<file path="src/rtl/new_feature_writer_if.sv">
// Vector handshake and BRAM write-port bundle for new_feature_writer.
// slave: the writer's view; master: the upstream producer / BRAM side.
interface new_feature_writer_if #(
  parameter int unsigned DATA_WIDTH      = 8,
  parameter int unsigned IN_DATA_WIDTH   = 20,
  parameter int unsigned NUM_FEATURE_OUT = 16,
  parameter int unsigned NUM_SUBGRAPHS   = 2708
);
  localparam int unsigned NEW_FEATURE_DEPTH  = NUM_SUBGRAPHS * NUM_FEATURE_OUT;
  localparam int unsigned NEW_FEATURE_ADDR_W = $clog2(NEW_FEATURE_DEPTH);

  logic                                      feat_vec_valid;
  logic                                      feat_vec_ready;
  logic [IN_DATA_WIDTH*NUM_FEATURE_OUT-1:0]  feat_vec_data;
  logic                                      feat_bram_ena;
  logic                                      feat_bram_wea;
  logic [NEW_FEATURE_ADDR_W-1:0]             feat_bram_addra;
  logic [DATA_WIDTH-1:0]                     feat_bram_din;

  modport slave (
    input  feat_vec_valid, feat_vec_data,
    output feat_vec_ready, feat_bram_ena, feat_bram_wea, feat_bram_addra, feat_bram_din
  );

  modport master (
    output feat_vec_valid, feat_vec_data,
    input  feat_vec_ready, feat_bram_ena, feat_bram_wea, feat_bram_addra, feat_bram_din
  );
endinterface

</file>
<file path="src/rtl/new_feature_writer.sv">
// GAT output stage: saturates each aggregated vector and writes it to BRAM one word per cycle.
// Define NEW_FEATURE_WRITER_RELU_EN to clamp negative elements to zero before saturation.
module new_feature_writer #(
  parameter int unsigned DATA_WIDTH      = 8,
  parameter int unsigned IN_DATA_WIDTH   = 20,
  parameter int unsigned NUM_FEATURE_OUT = 16,
  parameter int unsigned NUM_SUBGRAPHS   = 2708,
  localparam int unsigned SG_CNT_W       = $clog2(NUM_SUBGRAPHS + 1)
) (
  input  logic                        clk,
  input  logic                        rst_n,
  input  logic                        start,
  new_feature_writer_if.slave         bus,
  output logic [SG_CNT_W-1:0]         subgraph_cnt,
  output logic                        done,
  output logic                        overflow_err
);

  localparam int unsigned NEW_FEATURE_DEPTH  = NUM_SUBGRAPHS * NUM_FEATURE_OUT;
  localparam int unsigned NEW_FEATURE_ADDR_W = $clog2(NEW_FEATURE_DEPTH);
  localparam int unsigned ELEM_W             = (NUM_FEATURE_OUT > 1) ? $clog2(NUM_FEATURE_OUT) : 1;
  localparam logic signed [IN_DATA_WIDTH-1:0] SAT_MAX = IN_DATA_WIDTH'((1 << (DATA_WIDTH - 1)) - 1);
  localparam logic signed [IN_DATA_WIDTH-1:0] SAT_MIN = ~SAT_MAX;

  typedef enum logic [1:0] {S_IDLE, S_WAIT_VEC, S_WRITE, S_DONE} state_e;

  state_e                                           state_q;
  logic [NEW_FEATURE_ADDR_W-1:0]                    addr_q;
  logic [ELEM_W-1:0]                                elem_q;
  logic [SG_CNT_W-1:0]                              sg_cnt_q;
  logic                                             ovf_q;
  logic [NUM_FEATURE_OUT-1:0][IN_DATA_WIDTH-1:0]    vec_q;

  logic                             last_elem_c;
  logic                             final_sg_c;
  logic                             ready_c;
  logic                             accept_c;
  logic signed [IN_DATA_WIDTH-1:0]  elem_val_c;
  logic [DATA_WIDTH-1:0]            din_c;

  // Handshake decode; ready depends only on registered state so there is no input-to-output path
  always_comb begin
    last_elem_c = (elem_q == ELEM_W'(NUM_FEATURE_OUT - 1));
    final_sg_c  = (sg_cnt_q == SG_CNT_W'(NUM_SUBGRAPHS - 1));
    ready_c     = (state_q == S_WAIT_VEC) ||
                  ((state_q == S_WRITE) && last_elem_c && !final_sg_c);
    accept_c    = ready_c && bus.feat_vec_valid;
  end

  // Signed saturation of the current element
  always_comb begin
    elem_val_c = vec_q[elem_q];
    din_c      = elem_val_c[DATA_WIDTH-1:0];
    if (elem_val_c > SAT_MAX) begin
      din_c = SAT_MAX[DATA_WIDTH-1:0];
    end else if (elem_val_c < SAT_MIN) begin
      din_c = SAT_MIN[DATA_WIDTH-1:0];
    end
`ifdef NEW_FEATURE_WRITER_RELU_EN
    if (elem_val_c[IN_DATA_WIDTH-1]) begin
      din_c = '0;
    end
`endif
  end

  // start has priority over every state and any coincident handshake
  always_ff @(posedge clk or negedge rst_n) begin
    if (!rst_n) begin
      state_q  <= S_IDLE;
      addr_q   <= '0;
      elem_q   <= '0;
      sg_cnt_q <= '0;
      ovf_q    <= 1'b0;
      vec_q    <= '0;
    end else if (start) begin
      state_q  <= S_WAIT_VEC;
      addr_q   <= '0;
      elem_q   <= '0;
      sg_cnt_q <= '0;
      ovf_q    <= 1'b0;
    end else begin
      case (state_q)
        S_IDLE: ;
        S_WAIT_VEC: begin
          if (accept_c) begin
            vec_q   <= bus.feat_vec_data;
            elem_q  <= '0;
            state_q <= S_WRITE;
          end
        end
        S_WRITE: begin
          // Hold at the last word so the address never leaves the BRAM range
          if (addr_q != NEW_FEATURE_ADDR_W'(NEW_FEATURE_DEPTH - 1)) begin
            addr_q <= addr_q + 1'b1;
          end
          if (last_elem_c) begin
            sg_cnt_q <= sg_cnt_q + 1'b1;
            if (accept_c) begin
              vec_q  <= bus.feat_vec_data;
              elem_q <= '0;
            end else begin
              state_q <= final_sg_c ? S_DONE : S_WAIT_VEC;
            end
          end else begin
            elem_q <= elem_q + 1'b1;
          end
        end
        S_DONE: begin
          if (bus.feat_vec_valid) begin
            ovf_q <= 1'b1;
          end
        end
        default: state_q <= S_IDLE;
      endcase
    end
  end

  assign bus.feat_vec_ready  = ready_c;
  assign bus.feat_bram_ena   = (state_q == S_WRITE);
  assign bus.feat_bram_wea   = (state_q == S_WRITE);
  assign bus.feat_bram_addra = addr_q;
  assign bus.feat_bram_din   = din_c;
  assign subgraph_cnt        = sg_cnt_q;
  assign done                = (state_q == S_DONE);
  assign overflow_err        = ovf_q;

endmodule

</file>
<file path="src/flat_wrapper.sv">
// flat-port wrapper written by rule: the top's interface ports become plain ports
module new_feature_writer_flat 
#(
  parameter int unsigned DATA_WIDTH      = 8,
  parameter int unsigned IN_DATA_WIDTH   = 20,
  parameter int unsigned NUM_FEATURE_OUT = 16,
  parameter int unsigned NUM_SUBGRAPHS   = 2708,
  localparam int unsigned SG_CNT_W       = $clog2(NUM_SUBGRAPHS + 1)
)
  (clk, rst_n, start, subgraph_cnt, done, overflow_err, bus_feat_vec_valid, bus_feat_vec_data, bus_feat_vec_ready, bus_feat_bram_ena, bus_feat_bram_wea, bus_feat_bram_addra, bus_feat_bram_din);
  new_feature_writer_if #(.DATA_WIDTH(DATA_WIDTH), .IN_DATA_WIDTH(IN_DATA_WIDTH), .NUM_FEATURE_OUT(NUM_FEATURE_OUT), .NUM_SUBGRAPHS(NUM_SUBGRAPHS)) bus_i ();
  input  logic clk;
  input  logic rst_n;
  input  logic start;
  output logic [SG_CNT_W-1:0] subgraph_cnt;
  output logic done;
  output logic overflow_err;
  input wire logic [$bits(bus_i.feat_vec_valid)-1:0] bus_feat_vec_valid;
  input wire logic [$bits(bus_i.feat_vec_data)-1:0] bus_feat_vec_data;
  output wire logic [$bits(bus_i.feat_vec_ready)-1:0] bus_feat_vec_ready;
  output wire logic [$bits(bus_i.feat_bram_ena)-1:0] bus_feat_bram_ena;
  output wire logic [$bits(bus_i.feat_bram_wea)-1:0] bus_feat_bram_wea;
  output wire logic [$bits(bus_i.feat_bram_addra)-1:0] bus_feat_bram_addra;
  output wire logic [$bits(bus_i.feat_bram_din)-1:0] bus_feat_bram_din;
  assign bus_i.feat_vec_valid = bus_feat_vec_valid;
  assign bus_i.feat_vec_data = bus_feat_vec_data;
  assign bus_feat_vec_ready = bus_i.feat_vec_ready;
  assign bus_feat_bram_ena = bus_i.feat_bram_ena;
  assign bus_feat_bram_wea = bus_i.feat_bram_wea;
  assign bus_feat_bram_addra = bus_i.feat_bram_addra;
  assign bus_feat_bram_din = bus_i.feat_bram_din;
  new_feature_writer #(.DATA_WIDTH(DATA_WIDTH), .IN_DATA_WIDTH(IN_DATA_WIDTH), .NUM_FEATURE_OUT(NUM_FEATURE_OUT), .NUM_SUBGRAPHS(NUM_SUBGRAPHS)) u_core (.clk(clk), .rst_n(rst_n), .start(start), .bus(bus_i), .subgraph_cnt(subgraph_cnt), .done(done), .overflow_err(overflow_err));
endmodule
</file>
<file path="config.mk">
export PLATFORM = sky130hd
export DESIGN_NAME = new_feature_writer_flat
export DESIGN_NICKNAME = d
export VERILOG_FILES = /design/src/rtl/new_feature_writer_if.sv /design/src/rtl/new_feature_writer.sv /design/src/flat_wrapper.sv
export SDC_FILE = /design/constraint.sdc
export NUM_CORES = 1
export LEC_CHECK = 0
export ABC_AREA = 0
export BUFFER_PORTS_ARGS = -buffer_cell sky130_fd_sc_hd__buf_2
export CORE_MARGIN = 4
export CORE_UTILIZATION = 40
export DETAILED_ROUTE_END_ITERATION = 16
export GPL_TIMING_DRIVEN = 0
export PLACE_DENSITY = 0.67
export SLEW_MARGIN = 20
export SYNTH_ARGS = -nofsm -noshare
export SYNTH_HDL_FRONTEND = slang
export SYNTH_SLANG_ARGS = --single-unit
</file>
<file path="constraint.sdc">
create_clock -name clk -period 3.4 [get_ports clk]
set_clock_uncertainty 0.1 [all_clocks]
set_input_delay 0.34 -clock clk [delete_from_list [all_inputs] [get_ports clk]]
set_output_delay 0.34 -clock clk [all_outputs]
set_load 0.01 [all_outputs]
</file>
==> run metrics <==
DRT Wirelength 63900 µm; grt ovf 0; Final Setup Violations 7; core area 43500 µm²; Post-route DRC 0; PwrDens 702 nW/µm²; EDFF count, synth 0; Root Buffer clkbuf_16; max-cap violations 0; share of post-route cells with drive strength above 1 ~50%; HP Class in2reg; antenna violations before repair 16; count of different cell masters after synthesis 56; r2r worst-path depth 10; IO Count 365; Mapped Avg Cell Area 16.4 µm²; peak supply drop approximately 0.47 mV; H-tree Lvls 2; Worst Slack Setup Final -0.462 ns; GRT Resource Usage Total 26.4%; largest net degree at the start of global routing 99; dpl hpwl 42000 µm; CP peak stage delay 0.60 ns; port bufs 364; Peak Freq between 200 and 300 MHz; final hold viol count 0; crit path cell chain buf_12 > buf_16 > mux4_2 > a221oi_2 > nand3_2 > nor4_4 > nand2_2 > a211o_1 > buf_6; CTS tree yes; Site Rows 76; Tmin final 3.86 ns; syn nets 1410; first-pass GRT wire length approximately 93000 µm; Slowest-stage cell, CP mux4_2; CTS Buf Count 41; static leakage 12.3 nW; Iteration-0 DRC Markers 1059; vias in the first global route 14257; Min Hold Slack ~0.046 ns; starting density of the core 40.9%; Die ar. 47800 µm²; Slew headroom 56.3%; Crit path required time 2.96 ns; Worst-Margin Slew 0.655 ns; Die X around 220 µm; Ys Warns 0; Final ANT Viol Nets 0; routed vias 12927; clock buffer depth 3; failing checks setup timing; Tot Pwr around 0.018 W; Die Span Y 219 µm; crit path kind reg2out; 1st-pass router iterations 5; post-synthesis register bit count 355; Top delay family on crit path simple AND/OR/NAND/NOR gates; critical path arrival 3.42 ns; Crit. End Element output pin; number of buffers and inverters on the critical path 3; post-synth design cell area 17800 µm²; commonest cells after routing, fill and taps aside buf_2, dfrtp_1, dlygate4sd3_1, mux2_4, mux4_2; Setup TNS -3.00 ns; Via density 5.25; commonest non-fill, non-tap cell in the layout buf_2; hold depth 3; Clock Sinks 355; Tcrit/Tclk final 114%; Non-Filler Instances 2462; GPL Wtd Cong between 0.8 and 0.9; worst skew pair latency 0.56 ns; async set-or-reset flop fraction in the synthesized netlist 100%; outcome finished with violations; wire per inst 26.0 µm; P&R area growth vs syn 43.9%; Nets 2163; dpl cells between 2000 and 2500; clk slew on worst S/H paths 0.06 ns; crit-path max FO 7; crit start category flop; sequential share of the synthesized area between 50 and 60%; CP Depth 9; Syn Inst Count 1080; Slew Viols, Final 0; RSZ-0062 raised after global routing yes; most frequently used flop master after synthesis dfrtp_1
state kept, by name (all words and copies together) (netlist names):
register and cells:
u_core.state_q 2, u_core.vec_q 320, u_core.subgraph_cnt 12, u_core.bus.feat_bram_addra 16, u_core.elem_q 4, u_core.overflow_err 1
Yosys cell counts (2+ instances only):
library cell	n	area share, %
ha_1	6	0.42
inv_1	6	0.13
dfrtp_1	355	50
nor3b_1	8	0.34
and3_1	9	0.32
a211oi_1	4	0.17
nand2_2	2	0.070
a22o_1	4	0.20
a21oi_1	15	0.42
buf_8	3	0.25
mux2_2	4	0.25
o21ai_0	12	0.34
o21ai_1	2	0.056
nand3_1	13	0.37
buf_1	4	0.085
a221oi_1	9	0.44
clkinv_1	2	0.042
mux2_4	300	25
buf_6	37	2.3
and2_1	2	0.070
clkbuf_1	10	0.21
a22oi_1	5	0.21
nor2_1	38	0.80
buf_4	4	0.17
or3_1	4	0.14
o22a_1	6	0.30
nand4_1	7	0.25
mux2_1	20	1.3
nor4b_1	2	0.099
nor2b_1	4	0.14
xor2_1	15	0.74
mux4_2	81	10
xnor2_1	7	0.35
mux2i_1	24	1.4
nor3_1	7	0.20
buf_2	10	0.28
nand2_1	20	0.42
power by group:
group / switching (W) / internal (W) / total [W]
registers: 0.00122 / 0.00616 / 0.00738
clock network: 0.00182 / 0.00246 / 0.00428
logic: 0.00211 / 0.00416 / 0.00628
what timing repair did:
item | CTS | global route
setup buffers | 12 | 6
hold buffers | 321 | 0
gates resized for setup | 74 | 25
endpoints found under the setup margin | 8 | 8
pin swaps | 9 | 8
hold endpoints to repair | 373 | 0
cloned | 1 | 2
metal layers:
| metal | share of wire, % | GRT usage [%] |
|---|---|---|
| met3 | 6.1 | 5.28 |
| met1 | 42 | 34.7 |
| met2 | 49 | 43.9 |
| met5 | 0.036 | 0 |
| met4 | 3.0 | 9.00 |
cell families (layout without fill, tap and decap cells):
kind of cell               count (synthesis)  count (layout)  synth area share, %
AOI/OAI and AO/OA                         67              67                 2.76
xor gates and xnor gates                  22              22                 1.09
buffers and inverters                     77             861                 3.54
other                                      0              13                    0
adders and majority gates                  6               6                0.423
and+or+nand+nor                          124             124                 3.64
DFF                                      355             355                 50.0
muxes                                    429             429                 38.5
stage by stage:
stage                     worst slack [ns]  util (%)  instance area (µm²)
after floorplan                      0.532         -                17800
after global placement               -5.11      46.7                20300
after detailed placement            -0.721      47.0                20400
after CTS                           -0.450      58.3                25300
after global routing                -0.488      58.8                25500
final                               -0.462      58.8                25600
worst min-delay path, stage by stage:
cell and delay (ns):
buf_2 0.17, a21oi_1 0.08, nor2_1 0.07
worst paths after layout:
path                                                  from                               to  slack, ns
setup / recovery              u_core.elem_q[0]$_DFFE_PN0N_             bus_feat_bram_din[6]      -0.46
hold / removal                          bus_feat_vec_valid  u_core.overflow_err$_DFFE_PN0P_       0.05
setup reg to reg              u_core.elem_q[0]$_DFFE_PN0N_    u_core.vec_q[318]$_DFFE_PN0P_       0.38
hold reg to reg            u_core.overflow_err$_DFFE_PN0P_  u_core.overflow_err$_DFFE_PN0P_       0.39
max in group asynchronous                            rst_n    u_core.vec_q[229]$_DFFE_PN0P_       1.79
min in group asynchronous                            rst_n    u_core.vec_q[183]$_DFFE_PN0P_       0.22
cell type report:
cell class                      count  area (µm²)
Timing Repair Buffer              710        5410
Inverter                            9        33.8
Buffer                             68         758
Fill cell                        3248       17900
Clock buffer                       64        1210
Sequential cell                   355        8880
Multi-Input combinational cell    648        8420
Antenna cell                       13        32.5
Clock inverter                     10        61.3
Tap cell                          585         732
Note: power is estimated with default switching activity, not from simulation.
